File: src/rtl/seq_mult_8bit.sv
// seq_mult_8bit: 8x8 unsigned shift-add multiplier, one iteration per clock.
// Optional SEQ_MULT_ZERO_SKIP_EN: zero operands bypass the iterations.
module seq_mult_8bit (
    input  logic        clk,
    input  logic        rst,
    input  logic        start,
    input  logic [7:0]  a,
    input  logic [7:0]  b,
    output logic        busy,
    output logic        done,
    output logic [15:0] product
);

    localparam logic [1:0] S_IDLE = 2'd0;
    localparam logic [1:0] S_RUN  = 2'd1;
    localparam logic [1:0] S_DONE = 2'd2;

    logic [1:0]  state_q, state_d;
    logic [7:0]  m_q, m_d;
    logic [7:0]  q_q, q_d;
    logic [7:0]  acc_q, acc_d;
    logic [2:0]  cnt_q, cnt_d;
    logic [15:0] product_q, product_d;

    logic        accept;
    logic [7:0]  add_x, add_y;
    logic [7:0]  gen, prop;
    logic [8:0]  carry;
    logic [7:0]  sum;
    logic [7:0]  acc_sh;
    logic [7:0]  q_sh;

    assign accept = start && (state_q != S_RUN);

    // Carry-lookahead add of ACC and the Q[0]-gated multiplicand, cin = 0.
    always_comb begin
        add_x = acc_q;
        add_y = q_q[0] ? m_q : 8'd0;
        gen   = add_x & add_y;
        prop  = add_x ^ add_y;
        carry[0] = 1'b0;
        carry[1] = gen[0];
        carry[2] = gen[1] | (prop[1] & gen[0]);
        carry[3] = gen[2] | (prop[2] & gen[1])
                 | (prop[2] & prop[1] & gen[0]);
        carry[4] = gen[3] | (prop[3] & gen[2])
                 | (prop[3] & prop[2] & gen[1])
                 | (prop[3] & prop[2] & prop[1] & gen[0]);
        carry[5] = gen[4] | (prop[4] & carry[4]);
        carry[6] = gen[5] | (prop[5] & gen[4])
                 | (prop[5] & prop[4] & carry[4]);
        carry[7] = gen[6] | (prop[6] & gen[5])
                 | (prop[6] & prop[5] & gen[4])
                 | (prop[6] & prop[5] & prop[4] & carry[4]);
        carry[8] = gen[7] | (prop[7] & gen[6])
                 | (prop[7] & prop[6] & gen[5])
                 | (prop[7] & prop[6] & prop[5] & gen[4])
                 | (prop[7] & prop[6] & prop[5] & prop[4] & carry[4]);
        sum = prop ^ carry[7:0];
    end

    // Right shift of {C,ACC,Q}: carry-out becomes the new ACC MSB.
    always_comb begin
        acc_sh = {carry[8], sum[7:1]};
        q_sh   = {sum[0], q_q[7:1]};
    end

    // Next-state and datapath control.
    always_comb begin
        state_d   = state_q;
        m_d       = m_q;
        q_d       = q_q;
        acc_d     = acc_q;
        cnt_d     = cnt_q;
        product_d = product_q;
        unique case (state_q)
            S_IDLE, S_DONE: begin
                if (accept) begin
                    m_d   = a;
                    q_d   = b;
                    acc_d = 8'd0;
                    cnt_d = 3'd0;
`ifdef SEQ_MULT_ZERO_SKIP_EN
                    if ((a == 8'd0) || (b == 8'd0)) begin
                        product_d = 16'd0;
                        state_d   = S_DONE;
                    end else begin
                        state_d = S_RUN;
                    end
`else
                    state_d = S_RUN;
`endif
                end else begin
                    state_d = S_IDLE;
                end
            end
            S_RUN: begin
                acc_d = acc_sh;
                q_d   = q_sh;
                cnt_d = cnt_q + 3'd1;
                if (cnt_q == 3'd7) begin
                    product_d = {acc_sh, q_sh};
                    state_d   = S_DONE;
                end
            end
            default: begin
                state_d = S_IDLE;
            end
        endcase
    end

    // State and datapath registers, cleared asynchronously.
    always_ff @(posedge clk or posedge rst) begin
        if (rst) begin
            state_q   <= S_IDLE;
            m_q       <= 8'd0;
            q_q       <= 8'd0;
            acc_q     <= 8'd0;
            cnt_q     <= 3'd0;
            product_q <= 16'd0;
        end else begin
            state_q   <= state_d;
            m_q       <= m_d;
            q_q       <= q_d;
            acc_q     <= acc_d;
            cnt_q     <= cnt_d;
            product_q <= product_d;
        end
    end

    assign busy    = (state_q == S_RUN);
    assign done    = (state_q == S_DONE);
    assign product = product_q;

endmodule

File: config.mk
export PLATFORM = sky130hd
export DESIGN_NAME = seq_mult_8bit
export DESIGN_NICKNAME = d
export VERILOG_FILES = /design/src/rtl/seq_mult_8bit.sv
export SDC_FILE = /design/constraint.sdc
export NUM_CORES = 1
export LEC_CHECK = 0
export BUFFER_PORTS_ARGS = -buffer_cell sky130_fd_sc_hd__buf_2
export CAP_MARGIN = 20
export CORE_AREA = 2 2 62 64
export DETAILED_ROUTE_END_ITERATION = 8
export DIE_AREA = 0 0 64 66
export GPL_TIMING_DRIVEN = 0
export PLACE_DENSITY = 0.82
export RECOVER_POWER = 100
export SLEW_MARGIN = 20
export SYNTH_ARGS = -nofsm -noshare
export SYNTH_HDL_FRONTEND = slang
export SYNTH_SLANG_ARGS = --single-unit
File: constraint.sdc
create_clock -name clk -period 3.11 [get_ports clk]
set_input_delay 0.622 -clock clk [delete_from_list [all_inputs] [get_ports clk]]
set_output_delay 0.622 -clock clk [all_outputs]
set_load 0.02 [all_outputs]
==> metrics.md <==
| Metric | Value |
|---|---|
| Outcome | complete, but fails checks |
| Failing checks | capacitance limit, slew limit |
| Post-synthesis xor/xnor area fraction | 2.134% |
| TNS Setup | 0 ps |
| IO buf count | 36 |
| Setup CP Type | flop to primary output |
| Clock Skews | 2.820 ps |
| Share of cells above drive strength 1 | 17.18% |
| GPL Wtd Cong | approximately 0.8 |
| Static leakage | 0.001169 uW |
| Data arrival, critical path | between 1500 and 2000 ps |
| Startpoint Class | flop |
| Leading area contributor after synthesis | dfrtp_1 |
| Die width | 64 um |
| Core Area | ~0.0036 mm^2 |
| Area delta synth->final | 12.50% |
| Hold_buf cts | 0 |
| Post-CTS Resized | 0 |
| Relative slew slack | -0.4447% |
| Initial Util | 57.79% |
| Largest family of logic cells by synthesized area | simple AND/OR/NAND/NOR gates |
| Mean Syn Cell Area | about 11 um^2 |
| Grt met1 use | 27.77% |
| Total grt overflow | 0 |
| Pwr/cell area | 1026 mW/mm^2 |
| Num ports | 37 |
| Detailed Routing Iterations Pass 1 | 4 |
| #FFs+latches synth | between 40 and 50 |
| Final instance area | 0.002308 mm^2 |
| Unrepaired setup endpoints after global routing | no |
| Most frequent cells after synthesis | nand2_1, dfrtp_1, mux2_2 |
| Crit-path max FO | 10 |
| Crit path capture type | primary output |
| Final setup violation count | 0 |
| Maximum VDD drop | 0.5605 mV |
| Compound-Gate Fraction of Synth Area | between 10% and 20% |
| First-iteration detailed-routing DRC count | 41 |
| Placement Cell Area | 0.002312 mm^2 |
| Tot GR Track Use | 21.09% |
| Synthesized Nets | 214 |
| Vias in the first global route | 1423 |
| Die area | 0.004224 mm^2 |
| Root Driver | clkbuf_4 |
| CTS Buf Count | 5 |
| Ys flop type | dfrtp_1 |
| GR met3 Demand/Resource | 4.429% |
| Adder-cell share of the synthesized area | under 10% |
| Register area share after synthesis | 54.88% |
| Hold Vio Cnt, Final | 0 |
| Total Power | 2368 uW |
| DRC violations left | 0 |
| First-pass GRT wire length | 6610 um |
| Synth Area in Simple Gates | between 10% and 20% |
| Worst slack, placed | 808.2 ps |
| CTS sink cnt | 45 |
| Top cell type's share of synthesized area | about 55% |
| CP required | 2490 ps |
| Clk buf depth | 2 |
| Post-synth EDFFs | 0 |
| HP Class | input pin to async pin |
| H-tree Lvls | 2 |
| FMAX | 385.6 MHz |
| Ys async rst share | 100.0% |
| Final core utilization | 65.01% |
| Antenna diodes | 0 |
| CP max stage delay | 410 ps |
| CP cell instances | nand2b_1 > inv_1 > clkbuf_1 > clkbuf_1 |
| Warnings, synthesis | 0 |
| CP max stage cell | clkbuf_1 |
| Post-route setup slack | around 520 ps |
| Mux cell area share after synthesis | 6.768% |
| # fillers | 313 |
| Period utilisation layout | between 80 and 90% |
| CTS clk-pin slew, worst paths | roughly 120 ps |
| Worst skew pair latency | 360 ps |
| CP Buf/Inv Count | 3 |
| Initial antenna violation count | 0 |
| Count leader, synth | nand2_1 |
| Crit path max-delay family | buffers and inverters |
| DP HPWL | 2727 um |
| Routed Antenna Nets | 0 |
| Worst path most repeated cell | clkbuf_1 |
| Tmin final | 2593 ps |
| CTS tree | yes |
| Die height | 66 um |
| Post-synth cell types | 28 |
| Post-CTS Setup Bufs | 0 |
| Worst-Margin Slew | between 1500 and 2000 ps |
| WL per Instance | 13.60 um |
| Slew Limit Fails | 29 |
| NumNets Final | 258 |
| Number of vias per cell | 5.185 |
| Synthesized area | 0.002052 mm^2 |
| M2 GR Usage | around a third |
| Max cap viols | 1 |
| Rows | 22 |
| Top cells by area, synth | dfrtp_1, nand2_1, ha_1 |
| Cells after synthesis | ~180 |
| Gr busiest metal | met2 |
| Largest net degree at the start of global routing | 29 |
| Post-Route WL | 3741 um |
| Vias post-DR | 1426 |
==> placed cells by master, fill, tap and decap left out, drive strengths merged <==
cell    instances
inv             4
nand2          49
a21o            4
ha             10
a31o            1
o21ai          11
xor2            1
a22o            6
and2            8
dfrtp          45
nand2b          2
a31oi           1
nor2            1
a22oi           8
clkbuf         33
a41oi           2
nor2b           2
buf            18
a21oi           2
xnor2           4
nand3           1
fa              2
mux2           12
==> path summary, 6_finish.rpt <==
| kind | slack (ps) | to | cells past startpoint | startpoint |
|---|---|---|---|---|
| max | 520 | busy | 4 | state_q[1] |
| min | 320 | product[7] | 2 | rst |
| max reg2reg | 650 | product[12] | 7 | q_q[0] |
| min reg2reg | 490 | m_q[2] | 2 | m_q[2] |
| max in group asynchronous | 990 | m_q[5] | 3 | rst |
| min in group clk | 440 | m_q[6] | 3 | a[6] |
==> registers in the layout, summed over array words and instances (netlist names) <==
register	cells
q_q	8
state_q	2
acc_q	8
product	16
m_q	8
cnt_q	3
==> cell families after synthesis <==
kind of cell,after synthesis
AOI/OAI and AO/OA,35
and+or+nand+nor,63
DFF,45
muxes,12
adders and majority gates,12
xor gates and xnor gates,5
buffers and inverters,11
==> through the flow <==
step | hold WS (ps) | std cells
floorplan | 437.4 | 183
global placement | 451.8 | 267
detailed placement | 458.7 | 268
CTS | 228.7 | 275
global route | 369.9 | 275
finish | 317.3 | 275
==> cell type report <==
cell class	instances	area (um^2)	share of cell area (%)
Sequential cell	45	1126	48.78
Multi-Input combinational cell	127	864.6	37.45
Timing Repair Buffer	37	161.4	6.992
Tap cell	48	60.06	2.602
Clock buffer	7	55.05	2.385
Buffer	7	26.28	1.138
Inverter	4	15.01	0.6504
==> report_power, final <==
| part | internal (uW) | total [uW] | switching (uW) | leakage, uW |
|---|---|---|---|---|
| clock | 107 | 290 | 183 | 0.0000314 |
| combinational | 437 | 1060 | 626 | 0.000578 |
| sequential | 852 | 1020 | 163 | 0.000560 |
| total | 1400 | 2370 | 972 | 0.00117 |
==> metal layers <==
| metal | part of all wire (%) | vias up | routed length (um) |
|---|---|---|---|
| met3 | 4.2 | 8 | 157 |
| li1 | - | 720 | - |
| met1 | 46 | 671 | 1709 |
| met2 | 48 | 27 | 1804 |
| met5 | 0 | - | 0 |
| met4 | 1.8 | 0 | 69 |
==> worst register-to-register path: stages (launching register included) <==
cell and delay (ps):
dfrtp_1 520, and2_0 260, ha_1 270, a41oi_1 200, o21ai_0 220, fa_1 440
xor2_1 180, mux2_2 270
Power figures use the tool's default switching activity.
